[src/rtl/mem_arb_pkg.sv]
// Shared types and default sizes for the unified-memory arbiter.
// Holds the FSM state and owner enums plus default width constants.
package mem_arb_pkg;

    localparam int unsigned ARB_ADDR_W  = 32;
    localparam int unsigned ARB_DATA_W  = 32;
    localparam int unsigned ARB_MAX_RUN = 4;

    typedef enum logic {
        ARB_IDLE,
        ARB_WAIT
    } arb_state_e;

    typedef enum logic [1:0] {
        OWN_NONE,
        OWN_IF,
        OWN_D
    } arb_owner_e;

endpackage

[src/rtl/mem_arb_fair_ctr.sv]
// Saturating count of data grants taken while fetch was waiting.
// Ports: clk, rst_n, if_req, if_gnt, d_gnt in; fetch_boost out.
module mem_arb_fair_ctr
    import mem_arb_pkg::*;
#(
    parameter int unsigned MAX_DATA_RUN = ARB_MAX_RUN
) (
    input  logic clk,
    input  logic rst_n,
    input  logic if_req,
    input  logic if_gnt,
    input  logic d_gnt,
    output logic fetch_boost
);

    localparam int unsigned CW = $clog2(MAX_DATA_RUN + 1);

    typedef logic [CW-1:0] cnt_t;

    localparam cnt_t CNT_MAX = cnt_t'(MAX_DATA_RUN);

    cnt_t cnt_q;
    cnt_t cnt_d;

    always_comb begin
        cnt_d = cnt_q;
        if (if_gnt) begin
            cnt_d = '0;
        end else if (d_gnt) begin
            if (!if_req) begin
                cnt_d = '0;
            end else if (cnt_q != CNT_MAX) begin
                cnt_d = cnt_q + 1'b1;
            end
        end
    end

    always_ff @(posedge clk or negedge rst_n) begin
        if (!rst_n) begin
            cnt_q <= '0;
        end else begin
            cnt_q <= cnt_d;
        end
    end

    // Fetch overrides data only while it is actually asking.
    assign fetch_boost = if_req & (cnt_q == CNT_MAX);

endmodule

[src/rtl/mem_arbiter.sv]
// Arbitrates one single-ported memory between fetch and load/store.
// Ports: if_* fetch side, d_* data side, m_* memory side; clk, rst_n.
// Define MEM_ARB_FAIR_EN to bound data runs while fetch waits.
module mem_arbiter
    import mem_arb_pkg::*;
#(
    parameter int unsigned ADDR_WIDTH   = ARB_ADDR_W,
    parameter int unsigned DATA_WIDTH   = ARB_DATA_W,
    parameter int unsigned MAX_DATA_RUN = ARB_MAX_RUN
) (
    input  logic                  clk,
    input  logic                  rst_n,
    input  logic                  if_req,
    input  logic [ADDR_WIDTH-1:0] if_addr,
    output logic                  if_gnt,
    output logic                  if_rvalid,
    output logic [DATA_WIDTH-1:0] if_rdata,
    input  logic                  d_req,
    input  logic                  d_we,
    input  logic [ADDR_WIDTH-1:0] d_addr,
    input  logic [DATA_WIDTH-1:0] d_wdata,
    output logic                  d_gnt,
    output logic                  d_rvalid,
    output logic [DATA_WIDTH-1:0] d_rdata,
    output logic                  m_req,
    output logic                  m_we,
    output logic [ADDR_WIDTH-1:0] m_addr,
    output logic [DATA_WIDTH-1:0] m_wdata,
    input  logic                  m_ready,
    input  logic                  m_rvalid,
    input  logic [DATA_WIDTH-1:0] m_rdata
);

    if (MAX_DATA_RUN < 1) begin : g_bad_run
        $error("MAX_DATA_RUN must be at least 1");
    end

    arb_state_e state_q;
    arb_state_e state_d;
    arb_owner_e owner_q;
    arb_owner_e owner_d;

    logic fetch_boost;
    logic d_win;
    logic if_win;

`ifdef MEM_ARB_FAIR_EN
    mem_arb_fair_ctr #(
        .MAX_DATA_RUN(MAX_DATA_RUN)
    ) u_fair_ctr (
        .clk        (clk),
        .rst_n      (rst_n),
        .if_req     (if_req),
        .if_gnt     (if_gnt),
        .d_gnt      (d_gnt),
        .fetch_boost(fetch_boost)
    );
`else
    assign fetch_boost = 1'b0;
`endif

    // Data is the older instruction, so it wins unless fetch is boosted.
    assign d_win  = d_req & ~fetch_boost;
    assign if_win = if_req & (~d_req | fetch_boost);

    always_ff @(posedge clk or negedge rst_n) begin
        if (!rst_n) begin
            state_q <= ARB_IDLE;
            owner_q <= OWN_NONE;
        end else begin
            state_q <= state_d;
            owner_q <= owner_d;
        end
    end

    always_comb begin
        state_d = state_q;
        owner_d = owner_q;
        unique case (state_q)
            ARB_IDLE: begin
                if ((if_req | d_req) & m_ready) begin
                    state_d = ARB_WAIT;
                    owner_d = d_win ? OWN_D : OWN_IF;
                end
            end
            ARB_WAIT: begin
                if (m_rvalid) begin
                    state_d = ARB_IDLE;
                    owner_d = OWN_NONE;
                end
            end
            default: begin
                state_d = ARB_IDLE;
                owner_d = OWN_NONE;
            end
        endcase
    end

    // Everything is forced low while reset is held, including the
    // combinational request path and the read-data mirrors.
    always_comb begin
        if_gnt    = 1'b0;
        d_gnt     = 1'b0;
        if_rvalid = 1'b0;
        d_rvalid  = 1'b0;
        m_req     = 1'b0;
        m_we      = 1'b0;
        m_addr    = '0;
        m_wdata   = '0;
        if (rst_n) begin
            unique case (state_q)
                ARB_IDLE: begin
                    m_req = if_req | d_req;
                    if (d_win) begin
                        m_we    = d_we;
                        m_addr  = d_addr;
                        m_wdata = d_wdata;
                    end else if (if_win) begin
                        m_addr  = if_addr;
                    end
                    if_gnt = if_win & m_ready;
                    d_gnt  = d_win & m_ready;
                end
                ARB_WAIT: begin
                    if_rvalid = m_rvalid & (owner_q == OWN_IF);
                    d_rvalid  = m_rvalid & (owner_q == OWN_D);
                end
                default: begin
                    m_req = 1'b0;
                end
            endcase
        end
    end

    assign if_rdata = rst_n ? m_rdata : '0;
    assign d_rdata  = rst_n ? m_rdata : '0;

endmodule

[config.mk]
export PLATFORM = sky130hd
export DESIGN_NAME = mem_arbiter
export DESIGN_NICKNAME = d
export VERILOG_FILES = /design/src/rtl/mem_arb_pkg.sv /design/src/rtl/mem_arb_fair_ctr.sv /design/src/rtl/mem_arbiter.sv
export SDC_FILE = /design/constraint.sdc
export NUM_CORES = 1
export LEC_CHECK = 0
export CAP_MARGIN = 20
export CORE_AREA = 5 5 101 103
export DETAILED_ROUTE_END_ITERATION = 7
export DIE_AREA = 0 0 106 108
export PLACE_DENSITY_LB_ADDON = 0.15
export SYNTH_ARGS = -nofsm -noshare
export SYNTH_HDL_FRONTEND = slang
export SYNTH_SLANG_ARGS = --single-unit
[constraint.sdc]
create_clock -name clk -period 3.4 [get_ports clk]
set_clock_uncertainty 0.1 [all_clocks]
set_input_delay 1.02 -clock clk [delete_from_list [all_inputs] [get_ports clk]]
set_output_delay 1.02 -clock clk [all_outputs]
set_load 0.02 [all_outputs]
==> results of run 1 <==
power by group through the flow:
stage / sequential (W) / clock (W) / combinational [W]
5_1_grt: 0.0000527 / 0.000107 / 0.000577
2_1_floorplan: 0.0000491 / 0 / 0.000265
6_report: 0.0000513 / 0.000103 / 0.000540
4_1_cts: 0.0000519 / 0.000106 / 0.000549
3_3_place_gp: 0.0000518 / 0 / 0.000584
3_5_place_dp: 0.0000525 / 0 / 0.000588
per-stage QoR:
step / std cells / setup slack, ns / cell area [µm²] / hold slack (ns)
final: 557 / 0.0500 / 4000 / 0.451
after global routing: 557 / 0.0000597 / 4000 / 0.517
after CTS: 557 / 0.0325 / 3980 / 0.466
after detailed placement: 551 / -0.537 / 4020 / 0.469
after global placement: 551 / -0.515 / 4020 / 0.435
after floorplan: 207 / 0.439 / 1380 / 0.387
routing by layer:
metal | track usage | part of all wire | up-vias
met5 | 0 | 0 | -
met4 | 0.0268 | 0.0097 | 0
met3 | 0.0466 | 0.10 | 6
met2 | 0.270 | 0.55 | 146
met1 | 0.135 | 0.35 | 1055
li1 | - | - | 1165
synthesized netlist by cell type (all sizes together):
| cell type | count | area [µm²] |
|---|---|---|
| clkbuf | 7 | 26.3 |
| and3 | 34 | 218 |
| dfrtp | 3 | 75.1 |
| nor2b | 3 | 26.3 |
| o21ai | 3 | 15.0 |
| nand2 | 2 | 7.51 |
| o21bai | 1 | 7.51 |
| nand2b | 1 | 6.26 |
| o31ai | 1 | 7.51 |
| nor3b | 2 | 15.0 |
| nor2 | 35 | 131 |
| nor3 | 1 | 5.00 |
| nand3 | 1 | 5.00 |
| and2 | 32 | 203 |
| buf | 47 | 383 |
| a21oi | 1 | 5.00 |
| a22oi | 33 | 248 |
timing repair:
item                                    in CTS  in global routing
cloned                                       1                  0
endpoints found under the setup margin     134                  6
resized for setup                          121                  6
setup buffers                                1                  0
flip-flops by register name, indices dropped and copies added, names as in the netlist:
| register | count |
|---|---|
| state_q | 1 |
| owner_q | 2 |
logic make-up after synthesis:
logic type             synth area share
AND/OR/NAND/NOR                   0.446
buffers and inverters             0.296
AO/OA/AOI/OAI                     0.204
flip-flops                       0.0542
area by class of cell:
type / count / area, µm² / area share
Clock buffer: 4 / 45.0 / 0.0113
Sequential cell: 3 / 75.1 / 0.0188
Tap cell: 111 / 139 / 0.0347
Timing Repair Buffer: 289 / 2830 / 0.708
Multi-Input combinational cell: 150 / 907 / 0.227
path summary, 6_finish.rpt:
path	startpoint	end	slack [ns]	cells after the start
max in group asynchronous	rst_n	state_q	2.20	3
max	m_rdata[25]	if_rdata[25]	0.05	3
min	owner_q[1]	owner_q[1]	0.45	2
min reg2reg	owner_q[1]	owner_q[1]	0.45	2
max reg2reg	state_q	owner_q[0]	2.25	3
min in group asynchronous	rst_n	owner_q[1]	0.91	3
tightest hold or removal path: cells and delay by family, from the launching register on:
kind	cells	cell delay (ns)
AO/OA/AOI/OAI	1	0.07
flip-flops	1	0.38
AND/OR/NAND/NOR	1	0.06
==> summary.md, run 1 <==
## Global routing
- 2380 — number of global-route vias before repair
- 0.135 — Tot GR Track Use
- 0 — number of antenna violations at the first check in global routing
- 12500 µm — first-pass GRT wire length
- 0 — residual overflow from global routing
- 35 — pin count of the biggest net entering global routing

## Timing
- 0.985 — final worst-path cycle share
- 3.35 ns — minimum period implied by the final worst setup slack
- 0.299 GHz — Fmax
- 0 ns — Total Neg Setup Slack
- 0.816 — Relative slew margins
- 0 — Max Slew Vio Count
- 0.276 ns — transition time of the tightest slew-check pin
- 0 — Hold Fails Final Rpt
- 0 — setup-violating endpoint count in the final report
- no — setup repair after global routing missed its margin

## Run
- 0 — total of max-cap violations

## CTS
- 1 — htree depth
- 0.03 ns — CTS clock-pin slew for the worst setup and hold paths
- 3 — number of clock buffers inserted by TritonCTS
- 0.21 ns — clock latency on the worst-skew pair
- 0 — # hold bufs at CTS
- sky130_fd_sc_hd__clkbuf_8 — root buffer cell
- 2 — Clock Tree Buf Depth
- 3 — number of sinks handled by clock tree synthesis
- done — CTS tree

## Route
- 8590 µm — Total Wirelength
- 66 — First DRT Iteration DRCs
- 2372 — vias after detailed routing
- 4 — number of detailed-routing iterations run before antenna repair
- 0 — number of remaining DRC errors
- 0 — count of antenna-violating nets left after detailed routing
- 15.4 µm — per-cell routed wire length
- 4.26 — average vias per placed instance

## Worst setup path
- input pin to primary output — critical path type
- buffers and inverters — cell family with the largest share of critical-path delay
- 2.28 ns — Critical Path RT
- sky130_fd_sc_hd__clkdlybuf4s50_1 — slowest library cell on the worst path
- 2 — Buf+Inv Stages, Crit Path
- 0.62 ns — maximum cell stage delay along the critical path
- 2.23 ns — worst endpoint data arrival time
- 2 — Critical Path Fanout Max
- primary output — kind of capture point of the worst setup path
- sky130_fd_sc_hd__clkdlybuf4s50_1 — CP dominant cell by count
- input pin — type of origin of the critical path
- clkdlybuf4s50_1 -> and2_1 -> clkdlybuf4s50_1 — crit path cell chain

## Die
- 269 — number of primary I/O pins
- 11400 µm² — area of the die
- 108 µm — Chip Height
- 9110 µm² — core box area
- 106 µm — floorplan die width
- 35 — number of standard-cell rows in the floorplan
- 0.152 — Initial Util

## Power and ir drop
- 0.000694 W — total power draw
- 174 nW/µm² — power per cell area
- 0.000422 W — internal power component
- 0.000272 W — net switching power of the design
- 0.778 — combinational group share of total power
- 0.148 — proportion of power drawn by the clock network
- 0.0830 mV — Max VDD drop
- 0.074 — Seq pwr share
- 0.392 — fraction of power spent switching nets
- 2.12 nW — LEAKAGE

## Layout
- 0 — final antenna diode count
- 582 — layout net count
- 152 x sky130_fd_sc_hd__clkdlybuf4s50_1, 105 x sky130_fd_sc_hd__dlygate4sd2_1, 35 x sky130_fd_sc_hd__nor2_1, 33 x sky130_fd_sc_hd__a22oi_1 — commonest non-fill, non-tap cells in the layout
- 189% — Area Growth Syn to Fin
- 989 — number of inserted filler cells in the final layout
- 0.439 — core utilization of the finished layout
- sky130_fd_sc_hd__clkdlybuf4s50_1 — leading cell type in the layout, fill and taps excluded
- 0.0807 — layout cells sized above 1

## Logic synthesis
- 3 — flip-flop and latch count after synthesis
- 22 — Cell variety after synth
- 6.69 µm² — average footprint of a synthesized cell
- 1380 µm² — summed instance area of the synthesized netlist
- 207 — cell count after synthesis
- 342 — post-synth net total
- 0.0542 — sequential area share after synthesis
- 0 — number of warning messages in the yosys log

## Place
- 7430 µm — total half-perimeter wirelength after legalization and detailed placement
- 268 — count of buffers inserted at the top-level ports
- 0.771 — routability congestion estimate

## Run status
- finished, final reports clean — outcome

## Worst hold path
- flip-flop to flip-flop — Hold/Removal Path Class

No activity file was read; power rests on OpenSTA's default activity.
==> run 2: changes to the inputs <==
--- a/config.mk
+++ b/config.mk
@@ -7,6 +7,7 @@
 export LEC_CHECK = 0
 export CAP_MARGIN = 20
 export CORE_AREA = 5 5 101 103
+export CTS_CLUSTER_SIZE = 30
 export DETAILED_ROUTE_END_ITERATION = 7
 export DIE_AREA = 0 0 106 108
 export PLACE_DENSITY_LB_ADDON = 0.15
==> results of run 2 <==
No change in the layout: final DEF, timing and power equal those of run 1.
